[src/rtl/range_ctrl_pkg.sv]
// range_ctrl_pkg: shared state encoding and default range for the range counter controller
package range_ctrl_pkg;
    typedef enum logic [1:0] {IDLE, ARMED, RUN, DONE} state_e;
    localparam int RC_W         = 8;
    localparam int RC_DEF_START = 5;
    localparam int RC_DEF_END   = 67;
endpackage

[src/rtl/range_count_ctrl_if.sv]
// range_count_ctrl_if: configuration handshake, run controls and status of the range counter
interface range_count_ctrl_if import range_ctrl_pkg::*; #(parameter int W = RC_W);
    logic         cfg_valid, cfg_ready;
    logic [W-1:0] cfg_start, cfg_end;
    logic         go, pause, abort;
    logic [W-1:0] count;
    logic         busy, done, cfg_err;
    modport master (output cfg_valid, cfg_start, cfg_end, go, pause, abort,
                    input cfg_ready, count, busy, done, cfg_err);
    modport slave  (input cfg_valid, cfg_start, cfg_end, go, pause, abort,
                    output cfg_ready, count, busy, done, cfg_err);
endinterface

[src/rtl/range_ctrl_counter.sv]
// range_ctrl_counter: W-bit up-counter with load/inc/hold controls and end-of-range compare
module range_ctrl_counter #(
    parameter int W       = 8,
    parameter int RST_VAL = 0
) (
    input  logic         clk,
    input  logic         rst_n,
    input  logic         load,
    input  logic         inc,
    input  logic [W-1:0] load_val,
    input  logic [W-1:0] end_val,
    output logic [W-1:0] count,
    output logic         eq_end
);
    logic [W-1:0] count_q, count_d;
    always_comb count_d = load ? load_val : inc ? count_q + 1'b1 : count_q;
    always_ff @(posedge clk) count_q <= !rst_n ? W'(RST_VAL) : count_d;
    assign count  = count_q;
    assign eq_end = count_q == end_val;
endmodule

[src/rtl/range_count_ctrl.sv]
// range_count_ctrl: range counter sequencer; RANGE_CTRL_AUTORELOAD_EN makes runs wrap to start instead of stopping
module range_count_ctrl import range_ctrl_pkg::*; #(
    parameter int W         = RC_W,
    parameter int DEF_START = RC_DEF_START,
    parameter int DEF_END   = RC_DEF_END
) (
    input logic               clk,
    input logic               rst_n,
    range_count_ctrl_if.slave bus
);
    state_e       state_q, state_d;
    logic [W-1:0] start_q, start_d, end_q, end_d, load_val;
    logic         done_q, done_d, err_q, err_d, load, inc, eq_end;
    range_ctrl_counter #(.W(W), .RST_VAL(DEF_START)) u_cnt (
        .clk(clk), .rst_n(rst_n), .load(load), .inc(inc), .load_val(load_val),
        .end_val(end_q), .count(bus.count), .eq_end(eq_end)
    );
    // a config accept overrides whatever the current state would do this cycle
    always_comb begin
        state_d  = state_q;
        start_d  = start_q;
        end_d    = end_q;
        load     = 1'b0;
        inc      = 1'b0;
        load_val = start_q;
        done_d   = 1'b0;
        err_d    = 1'b0;
        if (bus.cfg_valid && state_q != RUN) begin
            if (bus.cfg_start > bus.cfg_end) begin
                err_d   = 1'b1;
                state_d = IDLE;
            end else begin
                start_d  = bus.cfg_start;
                end_d    = bus.cfg_end;
                load     = 1'b1;
                load_val = bus.cfg_start;
                state_d  = ARMED;
            end
        end else begin
            case (state_q)
                ARMED: state_d = bus.abort ? IDLE : bus.go ? RUN : ARMED;
                RUN: begin
                    if (bus.abort) state_d = IDLE;
                    else if (!bus.pause) begin
                        if (eq_end) begin
                            done_d = 1'b1;
`ifdef RANGE_CTRL_AUTORELOAD_EN
                            load = 1'b1;
`else
                            state_d = DONE;
`endif
                        end else inc = 1'b1;
                    end
                end
                DONE: begin
                    if (bus.abort) state_d = IDLE;
                    else if (bus.go) begin
                        load    = 1'b1;
                        state_d = RUN;
                    end
                end
                default: ;
            endcase
        end
    end
    always_ff @(posedge clk) begin
        if (!rst_n) begin
            state_q <= ARMED;
            start_q <= W'(DEF_START);
            end_q   <= W'(DEF_END);
            done_q  <= 1'b0;
            err_q   <= 1'b0;
        end else begin
            state_q <= state_d;
            start_q <= start_d;
            end_q   <= end_d;
            done_q  <= done_d;
            err_q   <= err_d;
        end
    end
    assign bus.cfg_ready = state_q != RUN;
    assign bus.busy      = state_q == RUN;
    assign bus.done      = done_q;
    assign bus.cfg_err   = err_q;
endmodule

[src/flat_wrapper.sv]
// flat-port wrapper written by rule: the top's interface ports become plain ports
module range_count_ctrl_flat import range_ctrl_pkg::*;
#(
    parameter int W         = RC_W,
    parameter int DEF_START = RC_DEF_START,
    parameter int DEF_END   = RC_DEF_END
)
  (clk, rst_n, bus_cfg_valid, bus_cfg_start, bus_cfg_end, bus_go, bus_pause, bus_abort, bus_cfg_ready, bus_count, bus_busy, bus_done, bus_cfg_err);
  range_count_ctrl_if #(.W(W)) bus_i ();
  input logic clk;
  input logic rst_n;
  input wire logic [$bits(bus_i.cfg_valid)-1:0] bus_cfg_valid;
  input wire logic [$bits(bus_i.cfg_start)-1:0] bus_cfg_start;
  input wire logic [$bits(bus_i.cfg_end)-1:0] bus_cfg_end;
  input wire logic [$bits(bus_i.go)-1:0] bus_go;
  input wire logic [$bits(bus_i.pause)-1:0] bus_pause;
  input wire logic [$bits(bus_i.abort)-1:0] bus_abort;
  output wire logic [$bits(bus_i.cfg_ready)-1:0] bus_cfg_ready;
  output wire logic [$bits(bus_i.count)-1:0] bus_count;
  output wire logic [$bits(bus_i.busy)-1:0] bus_busy;
  output wire logic [$bits(bus_i.done)-1:0] bus_done;
  output wire logic [$bits(bus_i.cfg_err)-1:0] bus_cfg_err;
  assign bus_i.cfg_valid = bus_cfg_valid;
  assign bus_i.cfg_start = bus_cfg_start;
  assign bus_i.cfg_end = bus_cfg_end;
  assign bus_i.go = bus_go;
  assign bus_i.pause = bus_pause;
  assign bus_i.abort = bus_abort;
  assign bus_cfg_ready = bus_i.cfg_ready;
  assign bus_count = bus_i.count;
  assign bus_busy = bus_i.busy;
  assign bus_done = bus_i.done;
  assign bus_cfg_err = bus_i.cfg_err;
  range_count_ctrl #(.W(W), .DEF_START(DEF_START), .DEF_END(DEF_END)) u_core (.clk(clk), .rst_n(rst_n), .bus(bus_i));
endmodule
[config.mk]
export PLATFORM = sky130hd
export DESIGN_NAME = range_count_ctrl_flat
export DESIGN_NICKNAME = d
export VERILOG_FILES = /design/src/rtl/range_ctrl_pkg.sv /design/src/rtl/range_count_ctrl_if.sv /design/src/rtl/range_ctrl_counter.sv /design/src/rtl/range_count_ctrl.sv /design/src/flat_wrapper.sv
export SDC_FILE = /design/constraint.sdc
export NUM_CORES = 1
export LEC_CHECK = 0
export BUFFER_PORTS_ARGS = -buffer_cell sky130_fd_sc_hd__buf_2
export CORE_MARGIN = 8
export CORE_UTILIZATION = 50
export DETAILED_ROUTE_END_ITERATION = 8
export PLACE_DENSITY = 0.71
export SLEW_MARGIN = 10
export SYNTH_ARGS = -nofsm -noshare
export SYNTH_HDL_FRONTEND = slang
export SYNTH_SLANG_ARGS = --single-unit
[constraint.sdc]
create_clock -name clk -period 3 [get_ports clk]
set_input_delay 0.15 -clock clk [delete_from_list [all_inputs] [get_ports clk]]
set_output_delay 0.15 -clock clk [all_outputs]
set_load 0.05 [all_outputs]
---- Word-level counts from Yosys, hierarchy flattened ----
Index checks and enable logic that the tools add are counted.
cells by class
  reductions and logical operators ........ 7
  $add $sub $neg .......................... 1
  magnitude comparators ................... 1
  muxes and demuxes ....................... 26
  equal/unequal tests ..................... 8
  bitwise operators ....................... 3
operators by type and width
  operator                                                                  number
  8-bit 2-to-1 mux                                                          4
  2-bit 2-to-1 mux                                                          8
  1-bit 2-to-1 mux                                                          13
  8-bit by 1-bit adder with 8-bit output (second input constant)            1
  8-bit == test                                                             1
  8-bit greater-than comparator                                             1
  4-bit by 3-bit inequality test with 1-bit output (second input constant)  2
  2-bit one-hot mux with 3 select lines                                     1
  5-bit OR reduction                                                        1
  2-bit == test (second input constant)                                     2
  4-bit by 2-bit inequality test with 1-bit output (second input constant)  1
  2-bit AND reduction                                                       2
  4-bit AND reduction                                                       1
  4-bit nonzero test                                                        1
  1-bit inverter                                                            3
  2-bit by 1-bit == test with 1-bit output (second input constant)          1
  2-bit inequality test (second input constant)                             1
  2-bit nonzero test                                                        1
  1-bit logical AND                                                         1
storage, ports and cells
  word-level logic and storage cells ...... 52
  bits in registers ....................... 28

---- Longest topological paths before layout ----
  depth after elaboration ................. 8
  gate-level depth with buffers ........... 10
  depth with buffers taken out ............ 8

---- Modules after synthesis ----
From an unflattened synthesis, not the netlist that was laid out.
second synthesis, totals
  cell total of the unflattened synthesis .. 195
  area total of the unflattened synthesis .. 1690.4 um^2
modules (own cells, without submodules)
  module              cells each  sequential area each (um^2)  area an instance (um^2)  times used
  range_count_ctrl    130         400.4                        1156.1                   1
  range_ctrl_counter  65          160.2                        534.3                    1

---- Worst setup path after synthesis ----
No wires, ideal clock.
  path kind ............................... register to register
  start ................................... register u_core.u_cnt.count_q[3] (netlist: u_core.u_cnt.count[3])
  end ..................................... register u_core.u_cnt.count_q[3] (netlist: u_core.u_cnt.count[3])
  cell stages (with the launch flop) ...... 6
  required time ........................... 2.885 ns
  buffers on the path ..................... 0
  period minus slack after synthesis ...... 2.146 ns
  library setup time ...................... 0.115 ns
  path slack .............................. 0.854 ns
  arrival ................................. 2.031 ns
  cells stage by stage .................... dfxtp_1 -> xor2_1 -> nor4_4 -> a21boi_2 -> or3_2 -> o21a_1
on the way
  word-level cells in the longest chain between the ends .. 7
  elaborated cells on any way between the ends .. 10
ends and longest elaborated chain
  item                          line                      text
  start, declared               range_ctrl_counter.sv:15  logic [W-1:0] count_q, count_d;
  start signal, assigned        range_ctrl_counter.sv:17  always_ff @(posedge clk) count_q <= !rst_n ? W'(RST_VAL) : count_d;
  8-bit == test                 range_ctrl_counter.sv:19  assign eq_end = count_q == end_val;
  1-bit 2-to-1 mux              range_count_ctrl.sv:45    if (eq_end) begin
  1-bit 2-to-1 mux              range_count_ctrl.sv:44    else if (!bus.pause) begin
  1-bit 2-to-1 mux              range_count_ctrl.sv:43    if (bus.abort) state_d = IDLE;
  1-bit 2-to-1 mux              range_count_ctrl.sv:40    case (state_q)
  1-bit 2-to-1 mux              range_count_ctrl.sv:28    if (bus.cfg_valid && state_q != RUN) begin
  2-bit nonzero test (no line)  --
Parallel ways exist; a longest one is shown, timed or not. The select of a mux whose other input is x is not followed.
A chain may end at the register's enable or synchronous reset.

---- Worst setup path after layout ----
  start ................................... register u_core.u_cnt.count_q[2] (netlist: u_core.u_cnt.count[2])
  end ..................................... register u_core.u_cnt.count_q[5] (netlist: u_core.u_cnt.count[5])
The elaborated chain is that of the path after synthesis.

==> impl_metrics.env <==
export IMPL_maxCapViolCount=0
export IMPL_crit_required_ns=3.26
export IMPL_fin_skew_ns=0.001730
export IMPL_fill_cells=297
export IMPL_fmax_mhz=488.9
export IMPL_pin_count=34
export IMPL_antenna_found_initial=0
export IMPL_fp_dieH_um=72.09
export IMPL_syn_nets=207
export IMPL_setup_viol=0
export IMPL_synth_cell_type_count=46
export IMPL_layout_cells_non_filler=252
export IMPL_crit_arrival_ns=2.31
export IMPL_viasPerCell=5.500
export IMPL_yosys_register_bits=28
export IMPL_crit_path_top_delay_cell="or4_1"
export IMPL_gp_congestion=0.9214
export IMPL_worst_pin_slew_ns=0.6310
export IMPL_yosysWarnings=0
export IMPL_drtAntennaViolNets=0
export IMPL_synth_edf_count=0
export IMPL_p_int_w=0.0006279
export IMPL_yosys_area_share_simple_pct=21.32
export IMPL_critPathMaxFanout=10
export IMPL_synth_top_family_by_area="simple AND/OR/NAND/NOR gates"
export IMPL_layout_drive_gt1_share_pct=23.56
export IMPL_yosys_area_share_adder_pct=7.160
export IMPL_dr_total_vias=1386
export IMPL_grt_max_degree=21
export IMPL_ys_flop_type="dfxtp_1"
export IMPL_dr_pass1_iters=5
export IMPL_portBuffers=33
export IMPL_fin_crit_ns=2.045
export IMPL_swShare_pct=31.53
export IMPL_synth_compound_area_share_pct=14.88
export IMPL_p_sw_w=0.0002891
export IMPL_critical_path_max_stage_delay_ns=0.55
export IMPL_netlist_area_um2=1573
export IMPL_num_rows=20
export IMPL_synthToLayoutAreaGrowth_pct=15.75
export IMPL_synth_yosys_seq_area_share_pct=35.64
export IMPL_hold_class="input port to register"
export IMPL_relSlewSlack_pct=57.89
export IMPL_drc=0
export IMPL_grt_total_usage_pct=15.73
export IMPL_start_util_pct=51.94
export IMPL_ir_drop_mv=0.2889
export IMPL_final_cell_mix="buf_2, dfxtp_1, nor2_1"
export IMPL_clk_latency_ns=0.33
export IMPL_fin_crit_sh_pct=68.18
export IMPL_avgSynthCellArea_um2=8.936
export IMPL_path_clk_slew_ns=0.15
export IMPL_rsz0062_at_grt="false"
export IMPL_core_area_um2=3028
export IMPL_muxShareOfSynthArea_pct=7.637
export IMPL_post_cts_buffers=0
export IMPL_status="complete, no violations"
export IMPL_place_inst=248
export IMPL_diodes=0
export IMPL_crit_chain="xor2_1, nor4_4, a21boi_2, or4_1, a31oi_1"
export IMPL_powerDensity_nw_per_um2=503.7
export IMPL_grt_pass1_vias=1449
export IMPL_drv_slew=0
export IMPL_synth_cells=176
export IMPL_clockPowerShare_pct=27.2
export IMPL_clockRootBuffer="clkbuf_4"
export IMPL_synth_xor_area_share_pct=7.239
export IMPL_routed_wl_um=3885
export IMPL_final_setup_tns_ns=0
export IMPL_htreeDepth=1
export IMPL_drt_iter0_drc=84
export IMPL_start_kind="register"
export IMPL_dieArea_um2=5196
export IMPL_p_leak_nw=0.8374
export IMPL_postCtsResizedCells=0
export IMPL_hold_buffers=0
export IMPL_cts_sinks=28
export IMPL_utilization_pct=60.12
export IMPL_async_flop_share_pct=0
export IMPL_cp_end_kind="register"
export IMPL_comb_power_share_pct=25.2
export IMPL_crit_type="register to register"
export IMPL_grt_first_pass_wirelength_um=6603
export IMPL_finalHoldViolations=0
export IMPL_cts_buffer_depth=2
export IMPL_fp_dieW_um=72.09
export IMPL_p_seq_share_pct=47.6
export IMPL_overflow=0
export IMPL_nets=240
export IMPL_numCtsBuffers=3
export IMPL_final_common_cell="buf_2"
export IMPL_hpwl_um=3043
export IMPL_post_drt_wl_per_cell_um=15.42
export IMPL_cts_tree="done"
-- registers in the layout, indices dropped and copies added, names as in the netlist --
name	cells
u_core.bus.cfg_err	1
u_core.bus.done	1
u_core.end_q	8
u_core.start_q	8
u_core.state_q	2
u_core.u_cnt.count	8
-- metrics by stage --
step	hold slack [ns]	power [W]	setup WS, ns	area, um2
CTS	0.006165	0.0009215	0.9418	1821
floorplan	0.2331	0.0006100	0.8539	1573
detailed placement	0.3792	0.0006750	0.8779	1768
finish	0.01331	0.0009170	0.9547	1821
global route	0.007257	0.0009621	0.8084	1821
global placement	0.3663	0.0006672	0.9359	1768
-- synthesized netlist by cell type (2+ instances only) --
| cell type | number | share of area [%] |
|---|---|---|
| clkbuf_1 | 2 | 0.48 |
| ha_1 | 9 | 7.2 |
| nand3_1 | 3 | 0.95 |
| nand4_1 | 4 | 1.6 |
| nor4_4 | 2 | 2.7 |
| xnor2_1 | 4 | 2.2 |
| a21oi_1 | 9 | 2.9 |
| a22oi_1 | 2 | 0.95 |
| xor2_1 | 9 | 5.0 |
| nand2_1 | 16 | 3.8 |
| o21ai_0 | 5 | 1.6 |
| a31oi_1 | 2 | 0.80 |
| inv_1 | 14 | 3.3 |
| and3_1 | 2 | 0.80 |
| o22ai_1 | 3 | 1.2 |
| mux2i_1 | 12 | 7.6 |
| nand2b_1 | 4 | 1.6 |
| buf_2 | 2 | 0.64 |
| dfxtp_1 | 28 | 36 |
| a222oi_1 | 2 | 1.3 |
| nor2_1 | 17 | 4.1 |
-- path summary, 6_finish.rpt --
check	from	to	slack, ns	cells after the start
worst min-delay path	bus_abort	u_core.state_q[1]	0.01	2
worst max register to register	u_core.u_cnt.count[2]	u_core.u_cnt.count[5]	0.95	5
worst max-delay path	u_core.u_cnt.count[2]	u_core.u_cnt.count[5]	0.95	5
worst min register to register	u_core.start_q[0]	u_core.start_q[0]	0.49	2
-- cells by family after synthesis --
logic type / Yosys count
multiplexers: 12
buffers and inverters: 21
XOR/XNOR: 13
AO/OA/AOI/OAI: 34
adder cells (fa/ha/maj): 9
AND/OR/NAND/NOR: 59
flip-flops: 28
-- power groups by stage --
stage          Sequential [W]  Combinational, W  Clock (W)
3_3_place_gp         0.000442          0.000225          0
6_report             0.000436          0.000231   0.000249
2_1_floorplan        0.000471          0.000139          0
5_1_grt              0.000441          0.000252   0.000269
3_5_place_dp         0.000444          0.000231          0
4_1_cts              0.000436          0.000232   0.000253
-- critical path, delay by kind of cell, from the launching register on --
family	cells	cell delay, ns
AND/OR/NAND/NOR	2	0.90
AO/OA/AOI/OAI	2	0.38
flip-flops	1	0.54
XOR/XNOR	1	0.16
-- area by class of cell --
cell class,instances,area [um2],area share [%]
multi-input cells,127,919.6,50.52
flip-flops and latches,28,560.5,30.79
repair buffers,35,180.2,9.897
well taps,44,55.05,3.024
inverters,14,52.55,2.887
clock inverters,1,30.03,1.649
clock buffers,3,22.52,1.237
-- per-layer routing --
layer,routed length (um),GRT usage (%)
met1,1657,18.53
met4,54,8.163
met5,0,0
met2,1921,25.68
met3,251,3.857
No activity file was read; power rests on OpenSTA's default activity.
